## config.mk

```make
export PLATFORM = sky130hd
export DESIGN_NAME = floatmul_rr_arbiter
export DESIGN_NICKNAME = d
export VERILOG_FILES = /design/src/rtl/floatmul_rr_arbiter.sv
export SDC_FILE = /design/constraint.sdc
export NUM_CORES = 1
export LEC_CHECK = 0
export ABC_AREA = 0
export BUFFER_PORTS_ARGS = -buffer_cell sky130_fd_sc_hd__buf_2
export CAP_MARGIN = 20
export CORE_AREA = 2 2 159 161
export DETAILED_ROUTE_END_ITERATION = 12
export DIE_AREA = 0 0 161 163
export PLACE_DENSITY = 0.46
export SYNTH_ARGS = -nofsm -noshare
export SYNTH_HDL_FRONTEND = slang
export SYNTH_SLANG_ARGS = --single-unit
```

## constraint.sdc

```tcl
create_clock -name clk -period 2.9 [get_ports clk]
set_input_delay 0.435 -clock clk [delete_from_list [all_inputs] [get_ports clk]]
set_output_delay 0.435 -clock clk [all_outputs]
set_load 0.01 [all_outputs]
```

## src/rtl/floatmul_rr_arbiter.sv

```systemverilog
// Round-robin front end sharing one floatmul between N_REQ requesters; a tag FIFO returns each result to its issuer.
// Grant->issue 1 cycle (one pair per 2 cycles max); grants stop at TAG_DEPTH outstanding, a blocked result stalls all later ones.

module floatmul_rr_fifo #(
  parameter int WIDTH = 2,
  parameter int DEPTH = 4
) (
  input  logic             clk,
  input  logic             rst_n,
  input  logic             push,
  input  logic [WIDTH-1:0] push_dat,
  input  logic             pop,
  output logic [WIDTH-1:0] head_dat,
  output logic             empty,
  output logic             full
);
  localparam int PW = $clog2(DEPTH);
  localparam logic [PW:0] FULL_CNT = (PW+1)'(DEPTH);

  logic [WIDTH-1:0] mem_q [DEPTH];
  logic [WIDTH-1:0] mem_d [DEPTH];
  logic [PW-1:0]    wr_ptr_q, wr_ptr_d;
  logic [PW-1:0]    rd_ptr_q, rd_ptr_d;
  logic [PW:0]      count_q, count_d;
  logic             do_push, do_pop;

  // A pop frees the slot a same-cycle push needs, so push is legal when full if popping.
  always_comb begin
    do_pop   = pop & (count_q != '0);
    do_push  = push & ((count_q != FULL_CNT) | do_pop);
    mem_d    = mem_q;
    wr_ptr_d = wr_ptr_q;
    rd_ptr_d = rd_ptr_q;
    count_d  = count_q;
    if (do_push) begin
      mem_d[wr_ptr_q] = push_dat;
      wr_ptr_d        = wr_ptr_q + 1'b1;
    end
    if (do_pop) begin
      rd_ptr_d = rd_ptr_q + 1'b1;
    end
    case ({do_push, do_pop})
      2'b10:   count_d = count_q + 1'b1;
      2'b01:   count_d = count_q - 1'b1;
      default: count_d = count_q;
    endcase
  end

  always_ff @(posedge clk or negedge rst_n) begin
    if (!rst_n) begin
      for (int i = 0; i < DEPTH; i++) begin
        mem_q[i] <= '0;
      end
      wr_ptr_q <= '0;
      rd_ptr_q <= '0;
      count_q  <= '0;
    end else begin
      mem_q    <= mem_d;
      wr_ptr_q <= wr_ptr_d;
      rd_ptr_q <= rd_ptr_d;
      count_q  <= count_d;
    end
  end

  assign head_dat = mem_q[rd_ptr_q];
  assign empty    = (count_q == '0);
  assign full     = (count_q == FULL_CNT);
endmodule

module floatmul_rr_arbiter #(
  parameter int N_REQ     = 4,
  parameter int TAG_DEPTH = 4,
  parameter int DATA_W    = 32
) (
  input  logic                    clk,
  input  logic                    rst_n,
  input  logic [N_REQ-1:0]        req_valid,
  input  logic [N_REQ*DATA_W-1:0] req_a,
  input  logic [N_REQ*DATA_W-1:0] req_b,
  output logic [N_REQ-1:0]        req_ready,
  output logic [N_REQ-1:0]        rsp_valid,
  output logic [DATA_W-1:0]       rsp_data,
  input  logic [N_REQ-1:0]        rsp_ready,
  output logic                    mul_a_valid,
  output logic [DATA_W-1:0]       mul_a_data,
  input  logic                    mul_a_ready,
  output logic                    mul_b_valid,
  output logic [DATA_W-1:0]       mul_b_data,
  input  logic                    mul_b_ready,
  input  logic                    mul_o_valid,
  input  logic [DATA_W-1:0]       mul_o_data,
  output logic                    mul_o_ready,
  output logic                    busy,
  output logic                    err
);
  localparam int IDX_W = $clog2(N_REQ);

  typedef enum logic {IDLE, ISSUE} state_t;

  state_t           state_q, state_d;
  logic [IDX_W-1:0] grant_q, grant_d;
  logic [IDX_W-1:0] rr_q, rr_d;
  logic             a_done_q, a_done_d;
  logic             b_done_q, b_done_d;
  logic             err_q, err_d;

  logic [IDX_W-1:0] pick, cand, head_idx;
  logic             any_vld;
  logic             tag_push, tag_pop, tag_empty, tag_full;
  logic             a_hs, b_hs;

  // Scan from farthest to nearest so the requester closest after rr_q wins.
  always_comb begin
    pick    = rr_q;
    cand    = rr_q;
    any_vld = 1'b0;
    for (int k = N_REQ; k >= 1; k--) begin
      cand = IDX_W'((int'(rr_q) + k) % N_REQ);
      if (req_valid[cand]) begin
        pick    = cand;
        any_vld = 1'b1;
      end
    end
  end

  always_comb begin
    state_d     = state_q;
    grant_d     = grant_q;
    rr_d        = rr_q;
    a_done_d    = a_done_q;
    b_done_d    = b_done_q;
    tag_push    = 1'b0;
    mul_a_valid = 1'b0;
    mul_b_valid = 1'b0;
    mul_a_data  = '0;
    mul_b_data  = '0;
    req_ready   = '0;
    a_hs        = 1'b0;
    b_hs        = 1'b0;
    case (state_q)
      IDLE: begin
        if (any_vld && !tag_full) begin
          grant_d  = pick;
          rr_d     = pick;
          tag_push = 1'b1;
          a_done_d = 1'b0;
          b_done_d = 1'b0;
          state_d  = ISSUE;
        end
      end
      ISSUE: begin
        mul_a_valid = ~a_done_q;
        mul_b_valid = ~b_done_q;
        mul_a_data  = req_a[int'(grant_q)*DATA_W +: DATA_W];
        mul_b_data  = req_b[int'(grant_q)*DATA_W +: DATA_W];
        a_hs        = mul_a_valid & mul_a_ready;
        b_hs        = mul_b_valid & mul_b_ready;
        if (a_hs) a_done_d = 1'b1;
        if (b_hs) b_done_d = 1'b1;
        // The pair is consumed only once both halves have been accepted.
        if ((a_done_q | a_hs) && (b_done_q | b_hs)) begin
          req_ready[grant_q] = 1'b1;
          state_d            = IDLE;
        end
      end
      default: state_d = IDLE;
    endcase
  end

  floatmul_rr_fifo #(
    .WIDTH (IDX_W),
    .DEPTH (TAG_DEPTH)
  ) u_tag_fifo (
    .clk      (clk),
    .rst_n    (rst_n),
    .push     (tag_push),
    .push_dat (pick),
    .pop      (tag_pop),
    .head_dat (head_idx),
    .empty    (tag_empty),
    .full     (tag_full)
  );

  // Results are owned by the FIFO head; an untagged result is never acknowledged.
  always_comb begin
    rsp_valid   = '0;
    rsp_data    = '0;
    mul_o_ready = 1'b0;
    if (!tag_empty) begin
      rsp_valid[head_idx] = mul_o_valid;
      mul_o_ready         = rsp_ready[head_idx];
      if (mul_o_valid) rsp_data = mul_o_data;
    end
  end

  assign tag_pop = mul_o_valid & mul_o_ready;
  assign err_d   = err_q | (mul_o_valid & tag_empty);

  always_ff @(posedge clk or negedge rst_n) begin
    if (!rst_n) begin
      state_q  <= IDLE;
      grant_q  <= '0;
      rr_q     <= IDX_W'(N_REQ - 1);
      a_done_q <= 1'b0;
      b_done_q <= 1'b0;
      err_q    <= 1'b0;
    end else begin
      state_q  <= state_d;
      grant_q  <= grant_d;
      rr_q     <= rr_d;
      a_done_q <= a_done_d;
      b_done_q <= b_done_d;
      err_q    <= err_d;
    end
  end

  assign busy = (state_q != IDLE) | ~tag_empty;
  assign err  = err_q;
endmodule

```

== Word level (Yosys, flattened, before mapping) ==
Cells that the tools add are included.

* Logic and storage cells: 119
* Input bits: 301
* Flip-flop bits (word level): 23
* Output and inout bits: 109

* Add/sub/neg operators: 8
* Shifts and indexed selects: 2
* Mux-type cells: 48
* $lt $le $gt $ge: 11
* Eq/ne operators: 7
* Bitwise logic cells: 18
* Reduce and logical (&&, ||, !) cells: 12

{| class="wikitable"
|+ Operator list
! kind !! count
|-
| $shiftx 128x8->32 || 2
|-
| $mux 32 || 4
|-
| $mux 1 || 20
|-
| $lt 2x3->1 const B || 6
|-
| $mux 2 || 7
|-
| $mux 4 || 3
|-
| $bmux 1 s2 || 5
|-
| $add 2x1->2 const B || 4
|-
| $bwmux 8 || 1
|-
| $and 1x1->1 || 6
|-
| $ge 3x3->1 const B || 2
|-
| $not 2->3 || 2
|-
| $pmux 1 s2 || 3
|-
| $pmux 3 s2 || 1
|-
| $reduce_and 2->1 || 3
|-
| $logic_and 1x1->1 || 5
|-
| $or 1x1->1 || 5
|-
| $add 2x2->2 const B || 2
|-
| $and 4x4->4 || 1
|-
| $bmux 2 s2 || 1
|-
| $demux 1 s2 || 2
|-
| $demux 2 s2 || 1
|-
| $ge 2x1->1 const B || 2
|-
| $ne 2x1->1 const B || 2
|-
| 13 further kinds || 16
|}

== Depth between registers and ports, before layout ==
Gate-level depths: netlist of run 1.

* Word-level depth: 13
* Gate-level depth with buffers: 11
* Mapped depth without buffers: 10

== Modules after synthesis ==
Synthesis of run 1 repeated with hierarchy kept, for this count alone.

* Cells, all modules: 332
* Area total of the unflattened synthesis: 3624.7 µm²

{| class="wikitable"
|+ Modules (own cells, without submodules)
! module !! seq. area each (µm²) !! area an instance (µm²) !! times used !! cells each
|-
| floatmul_rr_arbiter || 202.7 || 2748.9 || 1 || 254
|-
| floatmul_rr_fifo || 375.4 || 875.8 || 1 || 78
|}

== Worst setup path after synthesis of run 1 ==
OpenSTA, ideal clock, no wires.

* Path kind: reg2reg
* Start point: register u_tag_fifo.rd_ptr_q[0]
* End point: register u_tag_fifo.count_q[2]
* Path buffers: 0
* Slack: 0.394 ns
* Library setup time: 0.079 ns
* Data required time: 2.821 ns
* Arrival time: 2.426 ns
* Stages on the path, launching flop included: 10
* Cell sequence: dfrtp_1 mux4_2 mux2i_1 o22ai_2 ha_1 inv_1 fa_1 xor2_1 nor2_1 xor2_1

* Longest elaborated chain between the ends: 13
* Elaborated cells between the ends (all ways): 15

{| class="wikitable"
|+ Ends and longest elaborated chain
! item !! RTL line !! text
|-
| from (decl) || 23 || <nowiki>logic [PW-1:0] rd_ptr_q, rd_ptr_d;</nowiki>
|-
| from (signal assigned) || 60 || <nowiki>rd_ptr_q <= rd_ptr_d;</nowiki>
|-
| $not 2->3 (not written as such) (*) || 65 || <nowiki>assign head_dat = mem_q[rd_ptr_q];</nowiki>
|-
| $bmux 2 s2 (*) || 65 ||
|-
| $mux 2 (not written as such) (*) (2 in series) || 65 ||
|-
| $bmux 1 s2 (*) || 191 || <nowiki>mul_o_ready = rsp_ready[head_idx];</nowiki>
|-
| $mux 1 (not written as such) (*) || 191 ||
|-
| $mux 1 (*) || 189 || <nowiki>if (!tag_empty) begin</nowiki>
|-
| $and 1x1->1 (*) || 196 || <nowiki>assign tag_pop = mul_o_valid & mul_o_ready;</nowiki>
|-
| $and 1x1->1 (*) || 29 || <nowiki>do_pop = pop & (count_q != '0);</nowiki>
|-
| via u_tag_fifo.do_pop || 25 || <nowiki>logic do_push, do_pop;</nowiki>
|-
| $or 1x1->1 || 30 || <nowiki>do_push = push & ((count_q != FULL_CNT) | do_pop);</nowiki>
|-
| $and 1x1->1 || 30 ||
|-
| $eq 2x1->1 / $eq 2x2->1 (equally long branches) || 42 || <nowiki>case ({do_push, do_pop})</nowiki>
|-
| $pmux 3 s2 / $reduce_bool 2->1 (equally long branches) || -- ||
|-
| to (signal assigned) || 61 || <nowiki>count_q <= count_d;</nowiki>
|-
| to (decl) || 24 || <nowiki>logic [PW:0] count_q, count_d;</nowiki>
|}

The timed path passes the listed nets; every way through them passes the cells marked *. The select of a mux whose other input is x is not followed.
A chain may end at the register's enable or synchronous reset.

== Final worst setup path of run 1 ==
Ends and elaborated chain as after synthesis.

==> flow_summary.json, run 1 <==
{
  "outcome": "finished, final reports clean",
  "cts_tree": "yes",
  "p_seq_frac": 0.157,
  "yosys.area.top_type_share": 0.440,
  "met1_length_um": 7590,
  "path_buf_inv": 1,
  "dieArea_um2": 26200,
  "hold_class": "in2async",
  "coreArea_um2": 24700,
  "syn_area_um2": 3380,
  "die_width_um": 161,
  "cts_setup_buffers": 0,
  "critPathRequiredTime_ns": 3.08,
  "final_cell_count_no_fill": 1028,
  "max_slew.worst_pin.slew_ns": 0.533,
  "fin_crit_sh": 0.922,
  "path_cells": "mux4_2 -> mux2i_1 -> o22ai_2 -> ha_1 -> inv_1 -> fa_1 -> xor2_1 -> nor2_1 -> xor2_1",
  "synthToLayoutAreaGrowth_pct": 75.5,
  "ys.flop_type": "dfrtp_1",
  "crit_arrival_ns": 2.85,
  "synth_most_common_cell": "and2_1",
  "antenna_found_initial": 6,
  "synthArstFlopShare": 1.00,
  "antenna_left": 0,
  "vias": 4077,
  "io_buffers": 409,
  "p_switching_mw": 2.26,
  "clock_latency_ns": 0.26,
  "cp_slowest_cell": "mux4_2",
  "start_kind": "flip-flop",
  "fillers": 2744,
  "synthTopCellsByCount": "96 x and2_1, 66 x mux4_2, 21 x dfrtp_1",
  "grt.total_usage": 0.122,
  "dp_hpwl_um": 15800,
  "whs_ns": 0.149,
  "io_pins": 410,
  "p_leak_nw": 3.01,
  "internal_power_mw": 2.84,
  "row_count": 58,
  "rsz0062_at_grt": "false",
  "critPathMaxFanout": 6,
  "fin_total_pwr_mw": 5.11,
  "drt-initial-drc-count": 209,
  "cp_common_cell": "xor2_1",
  "die_height_um": 163,
  "p_sw_frac": 0.443,
  "ys_ff_latch": 23,
  "worst-setup-path-type": "reg2reg",
  "holdBufCountCts": 0,
  "synth_cells": 301,
  "clock_skew_ns": 0.00940,
  "dp_cells": 1023,
  "cap_violations": 0,
  "dr.pass1.iters": 4,
  "grt_pass1_vias": 3980,
  "pwr-share-clk": 0.060,
  "clock_path_buffers": 2,
  "grt_overflow": 0,
  "routed_wl_um": 18000,
  "synth_warnings": 0,
  "setup_tns_ns": 0,
  "post_drt_wl_per_cell_um": 17.5,
  "wl_met2_um": 9000,
  "cts-root-buf": "clkbuf_16",
  "pwr-share-comb": 0.782,
  "gp_congestion": 0.784,
  "final_nets": 1005,
  "vdd_drop_max_v": 0.000440,
  "slew_headroom": 0.645,
  "drc_errors": 0,
  "initial_utilization": 0.137,
  "cts_resized": 0,
  "slew_violations": 0,
  "end_kind": "flip-flop",
  "dpl_worst_slack_ns": 0.227,
  "dr_wl_met3_um": 1310,
  "layout_setup_ws_ns": 0.225,
  "drive_gt1_frac": 0.726,
  "ys_types": 32,
  "cts_buffers": 3,
  "grt_max_degree": 61,
  "cts_max_level": 1,
  "setup_viol": 0,
  "seq_area_frac_synth": 0.171,
  "grt_pass1_wl_um": 24600,
  "cts_sinks": 23,
  "highest_layer": "met5",
  "netlist_top_cells_area": "mux4_2 44%, and2_1 18%, dfrtp_1 16%",
  "synth_edf_count": 0,
  "synth_nets": 608,
  "synth_top_cell_by_area": "mux4_2",
  "cts.clk_slew.worst_paths_ns": 0.07,
  "routed_via_density": 3.97,
  "hold_viol": 0,
  "max_freq_mhz": 374,
  "critPathTopFamily": "multiplexers",
  "p_per_area_nw_per_um2": 862,
  "period_minus_slack_ns": 2.67,
  "crit_path_max_incr_delay_ns": 0.61,
  "syn_area_per_cell_um2": 11.2
}
final timing paths:
kind | start | endpoint | slack, ns | depth (start not counted)
worst min-delay path | rst_n | u_tag_fifo.wr_ptr_q[1]$_DFFE_PN0P_ | 0.15 | 1
min in group clk | mul_o_valid | err$_DFF_PN0_ | 0.40 | 2
max in group asynchronous | rst_n | grant_q[1]$_DFFE_PN0P_ | 2.35 | 1
worst max-delay path | u_tag_fifo.rd_ptr_q[0]$_DFFE_PN0P_ | u_tag_fifo.count_q[2]$_DFFE_PN0P_ | 0.23 | 9
worst min register to register | err$_DFF_PN0_ | err$_DFF_PN0_ | 0.46 | 1
worst max register to register | u_tag_fifo.rd_ptr_q[0]$_DFFE_PN0P_ | u_tag_fifo.count_q[2]$_DFFE_PN0P_ | 0.23 | 9
cell families after synthesis:
kind of cell | share of synthesized area
simple gates | 0.232
mux | 0.482
buf+inv | 0.0422
flops | 0.171
compound gates | 0.0322
xor+xnor | 0.0156
fa+ha+maj | 0.0244
cells in the final DEF (no fill, tap or decap), types with 4 or more instances in the layout:
cell / Yosys / layout
inv_1: 7 / 7
nor2b_1: 4 / 4
buf_4: 2 / 7
dfrtp_1: 21 / 18
and2_1: 96 / 96
o21ai_0: 5 / 5
mux2_2: 10 / 10
mux4_2: 66 / 66
ha_1: 5 / 5
buf_2: 6 / 409
a21oi_1: 4 / 4
nor2_1: 16 / 16
nand2_1: 13 / 13
worst reg2reg max path, cell delays in order, from the launching register on:
cell     delay [ns]
dfrtp_1        0.44
mux4_2         0.61
mux2i_1        0.17
o22ai_2        0.24
ha_1           0.21
inv_1          0.07
fa_1           0.43
xor2_1         0.15
nor2_1         0.11
xor2_1         0.16
power groups by stage:
stage	Clock [mW]	Sequential [mW]	Combinational (mW)
after floorplan	0	0.602	2.77
after global placement	0	0.824	4.03
after detailed placement	0	0.832	4.05
after CTS	0.318	0.825	4.06
after global routing	0.332	0.856	4.35
final	0.309	0.803	4.00
cell type report:
type	instances	area (um2)	share of cell area
diodes	1	2.50	0.000422
flip-flops and latches	23	587	0.0990
clock inverters	1	7.51	0.00127
multi-input cells	244	2660	0.448
inverters	7	26.3	0.00443
well taps	330	413	0.0696
clock buffers	3	75.1	0.0127
repair buffers	419	2160	0.364
metrics by stage:
stage	area, um2	util
floorplan	3380	-
global placement	5840	0.237
detailed placement	5840	0.237
CTS	5930	0.240
global route	5930	0.240
finish	5930	0.240
layer usage:
layer,vias to the layer above,global-route usage
met3,8,0.0219
met4,2,0.00731
met2,188,0.209
met1,1970,0.168
li1,1909,-
met5,-,0
sequential cells by signal (all words and copies together), names as in the netlist:
signal / cells
u_tag_fifo.rd_ptr_q: 2
b_done_q: 1
grant_q: 2
u_tag_fifo.mem_q: 8
a_done_q: 1
err: 1
rr_q: 2
u_tag_fifo.count_q: 3
u_tag_fifo.wr_ptr_q: 2
state_q: 1
Power figures use the tool's default switching activity.
==> inputs of run 2 (changes only) <==
Settings changed: BUFFER_PORTS_ARGS -buffer_cell sky130_fd_sc_hd__buf_2 to unset, CORE_AREA 2 2 159 161 to 2 2 161 163, DIE_AREA 0 0 161 163 to 0 0 163 165, DONT_BUFFER_PORTS set to 1, HOLD_SLACK_MARGIN set to 0.02, MAX_ROUTING_LAYER set to met4, PLACE_DENSITY 0.46 to 0.31.
==> run 2 against run 1 <==
  * Sequential power shrank 6.8%
  * Global-route usage fell by 2.3 points
  * Via count down 36%
  * Clock power increased by 2%
  * First-iteration DRC count decreased by 44%
  * Critical path type unchanged
  * Critical endpoint unchanged
==> flow_summary.json, run 2 (synthesis results as in run 1) <==
{
  "routed_via_density": 4.22,
  "rsz0062_at_grt": "false",
  "start_kind": "flip-flop",
  "grt_overflow": 0,
  "cts_max_level": 1,
  "cts_sinks": 23,
  "final_cell_mix": "96 x and2_1, 66 x mux4_2, 18 x dfrtp_1, 16 x nor2_1, 13 x nand2_1",
  "gr-usage-met2": 0.160,
  "worstSetupStartpoint": "u_tag_fifo.rd_ptr_q[0]$_DFFE_PN0P_",
  "cts_setup_buffers": 0,
  "largestRegisters": "u_tag_fifo.mem_q x8, u_tag_fifo.count_q x3",
  "cts_resized": 0,
  "reg2reg_from": "u_tag_fifo.rd_ptr_q[0]$_DFFE_PN0P_",
  "fin_area_um2": 3890,
  "post-route-util": 0.155,
  "grt_max_degree": 54,
  "initial_utilization": 0.135,
  "setup_tns_ns": 0,
  "grt_pass1_wl_um": 18900,
  "io_pins": 410,
  "cap_violations": 0,
  "setup_viol": 0,
  "mostFrequentLayoutCell": "and2_1",
  "grt_use_met1": 0.128,
  "clock_path_buffers": 2,
  "cts.clk_slew.worst_paths_ns": 0.07,
  "dieArea_um2": 26900,
  "dp_hpwl_um": 13500,
  "drive_gt1_frac": 0.333,
  "p_switching_mw": 2.06,
  "worstHoldStart": "mul_o_valid",
  "outcome": "finished, final reports clean",
  "largest-register": "u_tag_fifo.mem_q",
  "antenna_found_initial": 4,
  "worst-setup-path-type": "reg2reg",
  "post_drt_wl_per_cell_um": 24.5,
  "layout_setup_ws_ns": 0.221,
  "fin_crit_sh": 0.924,
  "routed_wl_um": 15300,
  "slew_violations": 0,
  "p_seq_frac": 0.174,
  "die_height_um": 165,
  "p_leak_nw": 1.32,
  "clock_skew_ns": 0.00735,
  "antenna_left": 0,
  "final_nets": 596,
  "synthToLayoutAreaGrowth_pct": 15.1,
  "internal_power_mw": 2.23,
  "vdd_drop_max_v": 0.000251,
  "pwr-share-clk": 0.073,
  "critPathRequiredTime_ns": 3.09,
  "io_buffers": 0,
  "clock_latency_ns": 0.26,
  "max_slew.worst_pin.slew_ns": 0.470,
  "hold_viol": 0,
  "grt.total_usage": 0.0990,
  "p_sw_frac": 0.480,
  "fin_total_pwr_mw": 4.29,
  "p_per_area_nw_per_um2": 1100,
  "grt_pass1_vias": 2733,
  "cts-root-buf": "clkbuf_16",
  "crit_arrival_ns": 2.87,
  "die_width_um": 163,
  "critPathMaxFanout": 6,
  "max_freq_mhz": 373,
  "end_kind": "flip-flop",
  "cts_buffers": 3,
  "dpl_worst_slack_ns": 0.215,
  "gp_congestion": 0.772,
  "row_count": 58,
  "drc_errors": 0,
  "slew_headroom": 0.685,
  "pwr-share-comb": 0.753,
  "dr.pass1.iters": 4,
  "cts_tree": "yes",
  "hold_class": "in2reg",
  "drt-initial-drc-count": 116,
  "largest_reg_flops": 8,
  "vias": 2624,
  "postPlaceCellArea_um2": 3770,
  "holdBufCountCts": 2,
  "coreArea_um2": 25000,
  "grt_most_used_layer": "met2",
  "grt.met3_usage": 0.0188,
  "period_minus_slack_ns": 2.68,
  "fillers": 2798
}
-- run 2: changes by cell type in the layout (fill, tap and decap cells not counted), sizes merged --
cell / change
dlygate4sd3: +1
buf: -410
diode: +3
-- run 2: power by group through the flow --
stage / Combinational [mW] / Clock [mW] / Sequential (mW)
2_1_floorplan: 2.77 / 0 / 0.602
3_3_place_gp: 3.28 / 0 / 0.763
3_5_place_dp: 3.32 / 0 / 0.768
4_1_cts: 3.34 / 0.330 / 0.762
5_1_grt: 3.54 / 0.335 / 0.794
6_report: 3.23 / 0.314 / 0.748
-- run 2: final cells by class --
cell class	instances	area (um2)	area share
inverter	7	26.3	0.00676
clock inverter	1	7.51	0.00193
multi-input combinational	244	2660	0.683
timing repair buffer	10	115	0.0296
tap	330	413	0.106
clock buffer	3	75.1	0.0193
sequential	23	584	0.150
antenna	4	10.0	0.00257
-- run 2: final timing paths --
check                      cells after the start                           endpoint  slack [ns]
min in group asynchronous                      2    u_tag_fifo.mem_q[1]$_DFFE_PN0P_        0.60
max                                            9  u_tag_fifo.count_q[2]$_DFFE_PN0P_        0.22
max in group asynchronous                      2                rr_q[0]$_DFFE_PN1P_        2.07
max reg2reg                                    9  u_tag_fifo.count_q[2]$_DFFE_PN0P_        0.22
min                                            1                      err$_DFF_PN0_        0.28
min reg2reg                                    1    u_tag_fifo.mem_q[4]$_DFFE_PN0P_        0.50
-- run 2: worst max-delay path: stages, from the launching register on --
cell and delay, ns:
dfrtp_1 0.44, mux4_2 0.61, mux2i_1 0.17, o22ai_2 0.26, ha_1 0.22, inv_1 0.07, fa_1 0.43, xor2_1 0.15
nor2_1 0.10, xor2_1 0.14
-- run 2: through the flow --
stage | instances | hold slack (ns)
6_report | 622 | 0.284
5_1_grt | 622 | 0.291
4_1_cts | 618 | 0.282
3_5_place_dp | 612 | 0.141
3_3_place_gp | 612 | 0.141
2_1_floorplan | 301 | 0.139
-- run 2: routing by layer --
metal  vias to the layer above  share of wire
li1                       1095              -
met1                      1349           0.39
met2                       167           0.51
met3                        13          0.077
met4                         0          0.015
met5                         -              0
